File: src/rtl/key_out_pkg.sv
// key_out_pkg: keypoint record layout, serializer states and word packing.
package key_out_pkg;
  typedef struct packed {
    logic [11:0] sin;
    logic [11:0] cos;
    logic [9:0]  x;
    logic [9:0]  y;
    logic [7:0]  score;
    logic [15:0] depth;
  } rec_t;
  typedef enum logic [2:0] {S_IDLE, S_W0, S_W1, S_W2, S_TRL} state_t;
  localparam logic [3:0] HDR_REC = 4'hA;
  localparam logic [3:0] HDR_TRL = 4'hF;
  function automatic logic [31:0] pack_word(input rec_t r, input logic [1:0] sel);
    return sel == 2'd0 ? {HDR_REC, r.x, r.y, r.score} :
           sel == 2'd1 ? {r.sin, r.cos, 8'h00} : {16'h0000, r.depth};
  endfunction
  function automatic logic [31:0] pack_trl(input logic [15:0] cnt);
    return {HDR_TRL, 12'h000, cnt};
  endfunction
  function automatic logic [15:0] sat_inc(input logic [15:0] c);
    return c == 16'hFFFF ? c : c + 16'd1;
  endfunction
endpackage

File: src/rtl/key_rec_fifo.sv
// key_rec_fifo: show-ahead synchronous FIFO; caller never pushes when full without popping.
module key_rec_fifo #(
  parameter int DEPTH = 16,
  parameter int W = 68,
  localparam int AW = $clog2(DEPTH)
) (
  input  logic          i_clk,
  input  logic          i_rst,
  input  logic          i_push,
  input  logic          i_pop,
  input  logic [W-1:0]  i_din,
  output logic [W-1:0]  o_dout,
  output logic          o_full,
  output logic          o_empty,
  output logic [AW:0]   o_occ
);
  logic [W-1:0] mem [DEPTH];
  logic [AW-1:0] wr_q, rd_q;
  assign o_full = o_occ == (AW+1)'(DEPTH);
  assign o_empty = o_occ == '0;
  assign o_dout = mem[rd_q];
  always_ff @(posedge i_clk)
    if (i_push) mem[wr_q] <= i_din;
  always_ff @(posedge i_clk or posedge i_rst)
    if (i_rst) begin
      wr_q <= '0;
      rd_q <= '0;
      o_occ <= '0;
    end else begin
      wr_q <= wr_q + AW'(i_push);
      rd_q <= rd_q + AW'(i_pop);
      o_occ <= o_occ + (AW+1)'(i_push) - (AW+1)'(i_pop);
    end
endmodule

File: src/rtl/key_out_serializer.sv
// key_out_serializer: queues keypoint records and streams them as 3 words each plus a per-frame trailer.
module key_out_serializer
  import key_out_pkg::*;
#(
  parameter int DEPTH = 16,
  parameter bit DROP_EMPTY = 1'b1
) (
  input  logic        i_clk,
  input  logic        i_rst,
  input  logic        i_hit,
  input  logic [11:0] i_sin,
  input  logic [11:0] i_cos,
  input  logic [9:0]  i_coor_x,
  input  logic [9:0]  i_coor_y,
  input  logic [7:0]  i_score,
  input  logic [15:0] i_depth,
  input  logic        i_frame_end,
  input  logic        i_ready,
  output logic        o_valid,
  output logic [31:0] o_data,
  output logic        o_last,
  output logic        o_overflow,
  output logic [15:0] o_count
);
  localparam int AW = $clog2(DEPTH);
  rec_t in_rec, fifo_dout, hold_q;
  state_t state_q, state_d;
  logic want, push, pop, full, empty, fire, due, fe_ok, pending_q, valid_d, last_d;
  logic [31:0] data_d;
  logic [15:0] trl_q, cnt_inc;
  logic [AW:0] occ, occ_next, rem_q;
  assign in_rec = {i_sin, i_cos, i_coor_x, i_coor_y, i_score, i_depth};
  assign want = i_hit && (!DROP_EMPTY || i_score != 8'd0);
  assign push = want && (!full || pop);
  assign fire = o_valid && i_ready;
  assign due = pending_q && rem_q == '0;
  assign fe_ok = i_frame_end && !pending_q;
  assign cnt_inc = push ? sat_inc(o_count) : o_count;
  assign occ_next = occ + (AW+1)'(push) - (AW+1)'(pop);
  key_rec_fifo #(.DEPTH(DEPTH), .W($bits(rec_t))) u_fifo (
    .i_clk(i_clk),
    .i_rst(i_rst),
    .i_push(push),
    .i_pop(pop),
    .i_din(in_rec),
    .o_dout(fifo_dout),
    .o_full(full),
    .o_empty(empty),
    .o_occ(occ)
  );
  // A due trailer beats queued records: those were pushed after the frame ended.
  always_comb begin
    state_d = state_q;
    valid_d = o_valid;
    data_d = o_data;
    last_d = o_last;
    pop = 1'b0;
    if (state_q == S_W0 && fire) begin
      state_d = S_W1;
      data_d = pack_word(hold_q, 2'd1);
    end else if (state_q == S_W1 && fire) begin
      state_d = S_W2;
      data_d = pack_word(hold_q, 2'd2);
    end else if (state_q == S_IDLE || ((state_q == S_W2 || state_q == S_TRL) && fire)) begin
      if (due && state_q != S_TRL) begin
        state_d = S_TRL;
        valid_d = 1'b1;
        data_d = pack_trl(trl_q);
        last_d = 1'b1;
      end else if (!empty) begin
        pop = 1'b1;
        state_d = S_W0;
        valid_d = 1'b1;
        data_d = pack_word(fifo_dout, 2'd0);
        last_d = 1'b0;
      end else begin
        state_d = S_IDLE;
        valid_d = 1'b0;
        last_d = 1'b0;
      end
    end
  end
  always_ff @(posedge i_clk or posedge i_rst)
    if (i_rst) begin
      state_q <= S_IDLE;
      o_valid <= 1'b0;
      o_data <= '0;
      o_last <= 1'b0;
      o_overflow <= 1'b0;
      o_count <= '0;
      hold_q <= '0;
      pending_q <= 1'b0;
      rem_q <= '0;
      trl_q <= '0;
    end else begin
      state_q <= state_d;
      o_valid <= valid_d;
      o_data <= data_d;
      o_last <= last_d;
      if (pop) hold_q <= fifo_dout;
      if ((want && !push) || (i_frame_end && pending_q)) o_overflow <= 1'b1;
      if (fe_ok) begin
        trl_q <= cnt_inc;
        o_count <= '0;
        pending_q <= 1'b1;
        rem_q <= occ_next;
      end else begin
        o_count <= cnt_inc;
        if (state_q == S_TRL && fire) pending_q <= 1'b0;
        if (pending_q && pop && rem_q != '0) rem_q <= rem_q - (AW+1)'(1);
      end
    end
endmodule
File: config.mk
export PLATFORM = sky130hd
export DESIGN_NAME = key_out_serializer
export DESIGN_NICKNAME = d
export VERILOG_FILES = /design/src/rtl/key_out_pkg.sv /design/src/rtl/key_rec_fifo.sv /design/src/rtl/key_out_serializer.sv
export SDC_FILE = /design/constraint.sdc
export NUM_CORES = 1
export LEC_CHECK = 0
export BUFFER_PORTS_ARGS = -buffer_cell sky130_fd_sc_hd__buf_2
export CORE_UTILIZATION = 55
export DETAILED_ROUTE_END_ITERATION = 8
export PLACE_DENSITY = 0.69
export RECOVER_POWER = 100
export SYNTH_ARGS = -nofsm -noshare
export SYNTH_HDL_FRONTEND = slang
export SYNTH_SLANG_ARGS = --single-unit
File: constraint.sdc
create_clock -name i_clk -period 20.8 [get_ports i_clk]
set_clock_uncertainty 0.15 [all_clocks]
set_input_delay 1.04 -clock i_clk [delete_from_list [all_inputs] [get_ports i_clk]]
set_output_delay 1.04 -clock i_clk [all_outputs]
set_load 0.02 [all_outputs]
## Word level (Yosys, flattened, before mapping)

Memories as Yosys holds them, arrays and structs flattened.
Cells that the tools add are included.

- Flip-flop bits (word level): 129
- Bits in writable memories: 1,088
- Input port bits: 73
- Word-level logic and storage cells: 89
- Memories: 1

Memories:

| memory | words | width | rd ports | clocked after memory_dff | write ports | line | text |
|---|---|---|---|---|---|---|---|
| u_fifo.mem | 16 | 68 | 1 | 0 | 1 | key_rec_fifo.sv:17 | `logic [W-1:0] mem [DEPTH];` |

- Add/subtract/negate cells: 6
- Equality and inequality tests: 8
- Multiplexer cells: 26
- Bitwise gates (word level): 2
- Reductions and logical operators: 31

Operators by type and width:

| cell | count |
|---|---|
| 32-bit 2-to-1 mux | 5 |
| 16-bit 2-to-1 mux | 3 |
| 16-bit by 1-bit adder with 16-bit output, second input constant | 1 |
| 16-bit == test, second input constant | 1 |
| 1-bit logical AND | 14 |
| 1-bit 2-to-1 mux | 12 |
| 3-bit 2-to-1 mux | 4 |
| 5-bit zero test | 2 |
| 5-bit 2-to-1 mux | 2 |
| 4-bit by 1-bit adder with 4-bit output | 2 |
| 8-bit nonzero test | 1 |
| 3-bit by 2-bit == test with 1-bit output, second input constant | 2 |
| 5-bit by 1-bit adder with 5-bit output | 1 |
| 5-bit == test, second input constant | 1 |
| 5-bit nonzero test | 1 |
| 5-bit by 1-bit subtractor with 5-bit output | 1 |
| 5-bit by 1-bit subtractor with 5-bit output, second input constant | 1 |
| 1-bit logical OR | 4 |
| 4-bit by 1-bit inequality test with 1-bit output, second input constant | 1 |
| 2-bit nonzero test | 2 |
| 3-bit by 1-bit == test with 1-bit output, second input constant | 1 |
| 3-bit == test, second input constant | 1 |
| 1-bit zero test | 3 |
| 3-bit zero test | 1 |
| other kinds (5) | 6 |

## Depth between registers and ports, before layout

- Word-level depth: 12
- Gate-level depth with buffers: 15
- Depth with buffers taken out: 15

## By module

Synthesis repeated with hierarchy kept, for this count alone.

- Cells, all modules: 2,534
- Area, all modules: 47,819.6 µm²

Modules (own cells, without submodules):

| module | times used | cells each | area an instance (µm²) |
|---|---|---|---|
| key_rec_fifo | 1 | 2,024 | 42,310.6 |
| key_out_serializer | 1 | 510 | 5,509.0 |

## Least setup slack after synthesis

Ideal clock, no wire load.

- Kind: input to register
- Start: input port i_ready
- End: memory u_fifo.mem[6][0] (enable)
- Library setup time: 0.662 ns
- Arrival time: 8.588 ns
- Data required time: 19.988 ns
- Path slack: 11.401 ns
- Cell stages on the path: 6
- Path buffers: 2
- Cell sequence: nor4bb_1 > a2111oi_1 > or3_4 > buf_6 > buf_2 > nor4_1

- Longest elaborated chain between the ends: 10
- Elaborated cells on any way between the ends: 12
- Those cells by class: 5 x mux; 7 x reduce/logical

RTL lines:

| item | line | text |
|---|---|---|
| start, declared | key_out_serializer.sv:18 | `input logic i_ready,` |
| 1-bit logical AND * | key_out_serializer.sv:35 | `assign fire = o_valid && i_ready;` |
| 1-bit logical AND | key_out_serializer.sv:64 | `end else if (state_q == S_IDLE \|\| ((state_q == S_W2 \|\| state_q == S_TRL) && fire)) begin` |
| 1-bit logical OR | key_out_serializer.sv:64 |  |
| 1-bit 2-to-1 mux | key_out_serializer.sv:64 |  |
| 1-bit 2-to-1 mux | key_out_serializer.sv:61 | `end else if (state_q == S_W1 && fire) begin` |
| 1-bit 2-to-1 mux * | key_out_serializer.sv:58 | `if (state_q == S_W0 && fire) begin` |
| 1-bit logical OR * | key_out_serializer.sv:34 | `assign push = want && (!full \|\| pop);` |
| 1-bit logical AND * | key_out_serializer.sv:34 |  |
| 1-bit 2-to-1 mux * | key_rec_fifo.sv:23 | `if (i_push) mem[wr_q] <= i_din;` |
| 1-bit 2-to-1 mux (implied by the code) * | key_rec_fifo.sv:23 |  |
| end, declared | key_rec_fifo.sv:17 |  |

Mark *: on every way between the ends. The rest lies on a longest branch, timed or not.

## Worst setup path in the final report

- Start: register u_fifo.rd_q[1]
- End: register hold_q[60] (netlist bit)

- Longest elaborated chain between the ends: 1

RTL lines:

| item | line | text |
|---|---|---|
| start, declared | key_rec_fifo.sv:18 | `logic [AW-1:0] wr_q, rd_q;` |
| start signal, assigned | key_rec_fifo.sv:31 | `rd_q <= rd_q + AW'(i_pop);` |
| memory read 16 x 68 bit | -- |  |
| end signal, assigned | key_out_serializer.sv:100 | `if (pop) hold_q <= fifo_dout;` |
| end, declared | key_out_serializer.sv:26 | `rec_t in_rec, fifo_dout, hold_q;` |

Every way passes these cells.
A chain may end at the register's enable or synchronous reset.

==> results_dict.tcl <==
set metrics [dict create \
    areaGrowthSynthToFinish_pct 12.0 \
    setup_viol 0 \
    rsz0062_at_grt "false" \
    start_util 0.559 \
    maxCapViolCount 40 \
    ctsResizeCount 0 \
    wl_per_cell_um 29.4 \
    hold_violations 0 \
    met2_usage 0.397 \
    synth_top_cell_by_area "edfxtp_1" \
    utilization 0.626 \
    antennaDiodeCount 0 \
    ys_types 68 \
    gp_congestion 0.907 \
    portBuffers 123 \
    drive_above_1_share 0.241 \
    chipHeight_um 294 \
    die_x_um 294 \
    cts_tree "built" \
    hp-class "reg2reg" \
    reg2reg_slack_ns 11.46 \
    n_fill_cell 5765 \
    grt_max_degree 118 \
    dp_hpwl_um 57400 \
    synth_top_cell_area_share 0.695 \
    total_power_mw 7.60 \
    postRouteAntennaNets 0 \
    grt_overflow_total 0 \
    fin_crit_sh 0.449 \
    crit_type "reg2reg" \
    grtUsageMet3 0.0462 \
    crit_path_max_fanout 72 \
    violations "max-capacitance violations, max-slew violations" \
    cp-end-kind "flip-flop" \
    synthSimpleGateAreaFrac 0.0245 \
    cts_root_buf "clkbuf_16" \
    p_leak_nw 16.9 \
    cts_made_buffers 118 \
    final_max_slew_viol_count 1543 \
    grt_pass1_wl_um 155000 \
    drt_iter0_drc 2233 \
    clkPwrFrac 0.284 \
    synthXorXnorAreaFrac 0.00242 \
    die_area_sq_mm 0.0866 \
    synth.area.mux_share 0.171 \
    p_int_mw 5.35 \
    relSlewSlack -2.11 \
    cts_max_path_buffers 3 \
    syn_area_per_cell_sq_um 21.9 \
    synth_top_family_by_area "multiplexers" \
    tightest_slew_ns 4.67 \
    antenna_found_initial 8 \
    start_kind "flip-flop" \
    dp_cells 3330 \
    synth_edf_count 1088 \
    cp.required_ns 21.21 \
    finalCriticalPeriod_ns 9.34 \
    drcViolationCount 0 \
    htree_levels 3 \
    viasPerCell 6.35 \
    sw_frac_of_total 0.296 \
    syn-num-nets 2231 \
    drt_wl_total_um 104000 \
    seqPwrFrac 0.430 \
    switchingPower_mw 2.25 \
    pwr-share-comb 0.286 \
    finalSetupTns_ns 0 \
    grt_pass1_vias 23200 \
    synth_warnings 0 \
    synth_area_sq_mm 0.0470 \
    arrival_ns 9.75 \
    vias 22600 \
    coreArea_sq_mm 0.0841 \
    finalNonFillerCells 3556 \
    first_pass_iters 5 \
    post_cts_buffers 0 \
    cts-hold-fix-buffers 0 \
    async_flop_share 0.106 \
    busiest_layer "met2" \
    seq_area_frac_synth 0.764 \
    synth-compound-area-share 0.0224 \
    cts.sinks 1217 \
    worstSkewPairLatency_ns 0.70 \
    rows 106 \
    powerDensity_mw_per_mm2 144 \
    use_met1 0.357 \
    synth_area_leaders "edfxtp_1 (70%), mux4_2 (16%), dfrtp_1 (6.9%)" \
    max_freq_mhz 107 \
    synthAdderAreaFrac 0.00336 \
    path_clk_slew_ns 0.06 \
    synth_flop_cell "edfxtp_1" \
    yosys_register_bits 1217 \
    status "finished, violations left" \
    io_pins 124 \
    synthCells 2146 \
    ir_drop_mv 0.131 \
    nets 2401 \
    grt_usage 0.248 \
]
-- area by class of cell --
type	instances	area, sq um	area share
well taps	1134	1420	0.0270
clock inverters	62	678	0.0129
multi-input cells	783	10500	0.199
clock buffers	164	3310	0.0629
repair buffers	168	698	0.0133
inverters	28	109	0.00207
flip-flops and latches	1217	35900	0.683
-- Yosys cell counts, drive strengths merged (18+ instances only) --
library cell and n:
edfxtp 1088, mux4 328, dfrtp 129, clkbuf 61, buf 57, nand2 55
nor2 47, mux2 44, o21ai 41, inv 27, a21oi 26, nand3 22
nor3 18
-- critical path, stage by stage (launching register included) --
cell      delay [ns]
dfrtp_1         1.96
clkbuf_1        3.37
clkbuf_1        2.35
mux4_2          0.54
mux4_2          0.48
mux2_2          0.27
-- power groups by stage --
stage | combinational, mW | clock (mW) | sequential (mW)
after detailed placement | 2.14 | 0 | 3.30
final | 2.17 | 2.16 | 3.27
after global routing | 2.32 | 2.28 | 3.30
after CTS | 2.15 | 2.19 | 3.25
after floorplan | 1.54 | 0 | 3.21
after global placement | 2.11 | 0 | 3.28
-- registers in the layout, indices dropped and copies added (netlist names) --
signal	cells
o_valid	1
pending_q	1
o_overflow	1
o_last	1
u_fifo.o_occ	5
u_fifo.wr_q	4
o_count	16
trl_q	16
u_fifo.mem	1088
u_fifo.rd_q	4
state_q	3
hold_q	40
o_data	32
rem_q	5
-- cells by family after synthesis --
group           Yosys count
compound gates          160
xor+xnor                 13
fa+ha+maj                12
buf+inv                 146
flops                  1217
mux                     385
simple gates            213
-- worst paths after layout --
path,start,end,cells past startpoint
max,u_fifo.rd_q[1],hold_q[60],5
min,o_overflow,o_overflow,2
max reg2reg,u_fifo.rd_q[1],hold_q[60],5
min reg2reg,o_overflow,o_overflow,2
max in group asynchronous,i_rst,u_fifo.rd_q[0],3
min in group asynchronous,i_rst,o_valid,2
-- cells in the final DEF (no fill, tap or decap), types with 9 or more instances in the layout --
cell type,Yosys,layout
o21ai_0,39,41
edfxtp_1,1088,1088
a31oi_1,13,13
bufinv_16,0,12
a21oi_1,26,26
o31ai_1,12,12
clkbuf_16,0,120
dfrtp_1,129,127
clkinv_2,0,26
nor3_1,17,17
mux2_2,44,43
nand2_1,55,55
ha_1,11,11
a22oi_1,13,13
nand3_1,22,22
o311ai_0,9,10
mux4_2,328,328
clkbuf_8,0,14
mux2i_1,13,13
clkinv_1,1,12
o211ai_1,9,9
inv_1,26,26
clkbuf_1,61,184
nor2_1,47,46
-- metal layers --
metal | up-vias | part of all wire
met3 | 140 | 0.077
met4 | 12 | 0.020
li1 | 9360 | -
met1 | 12100 | 0.41
met5 | - | 0.00066
met2 | 976 | 0.49
-- through the flow --
step	setup WS [ns]	hold WS, ns	area [sq um]
after floorplan	11.40	0.301	47000
after global placement	15.22	0.322	49000
after detailed placement	15.12	0.312	49000
after CTS	15.84	0.302	53000
after global routing	10.82	0.364	52600
final	11.46	0.327	52600
(Power assumes the default switching activity.)
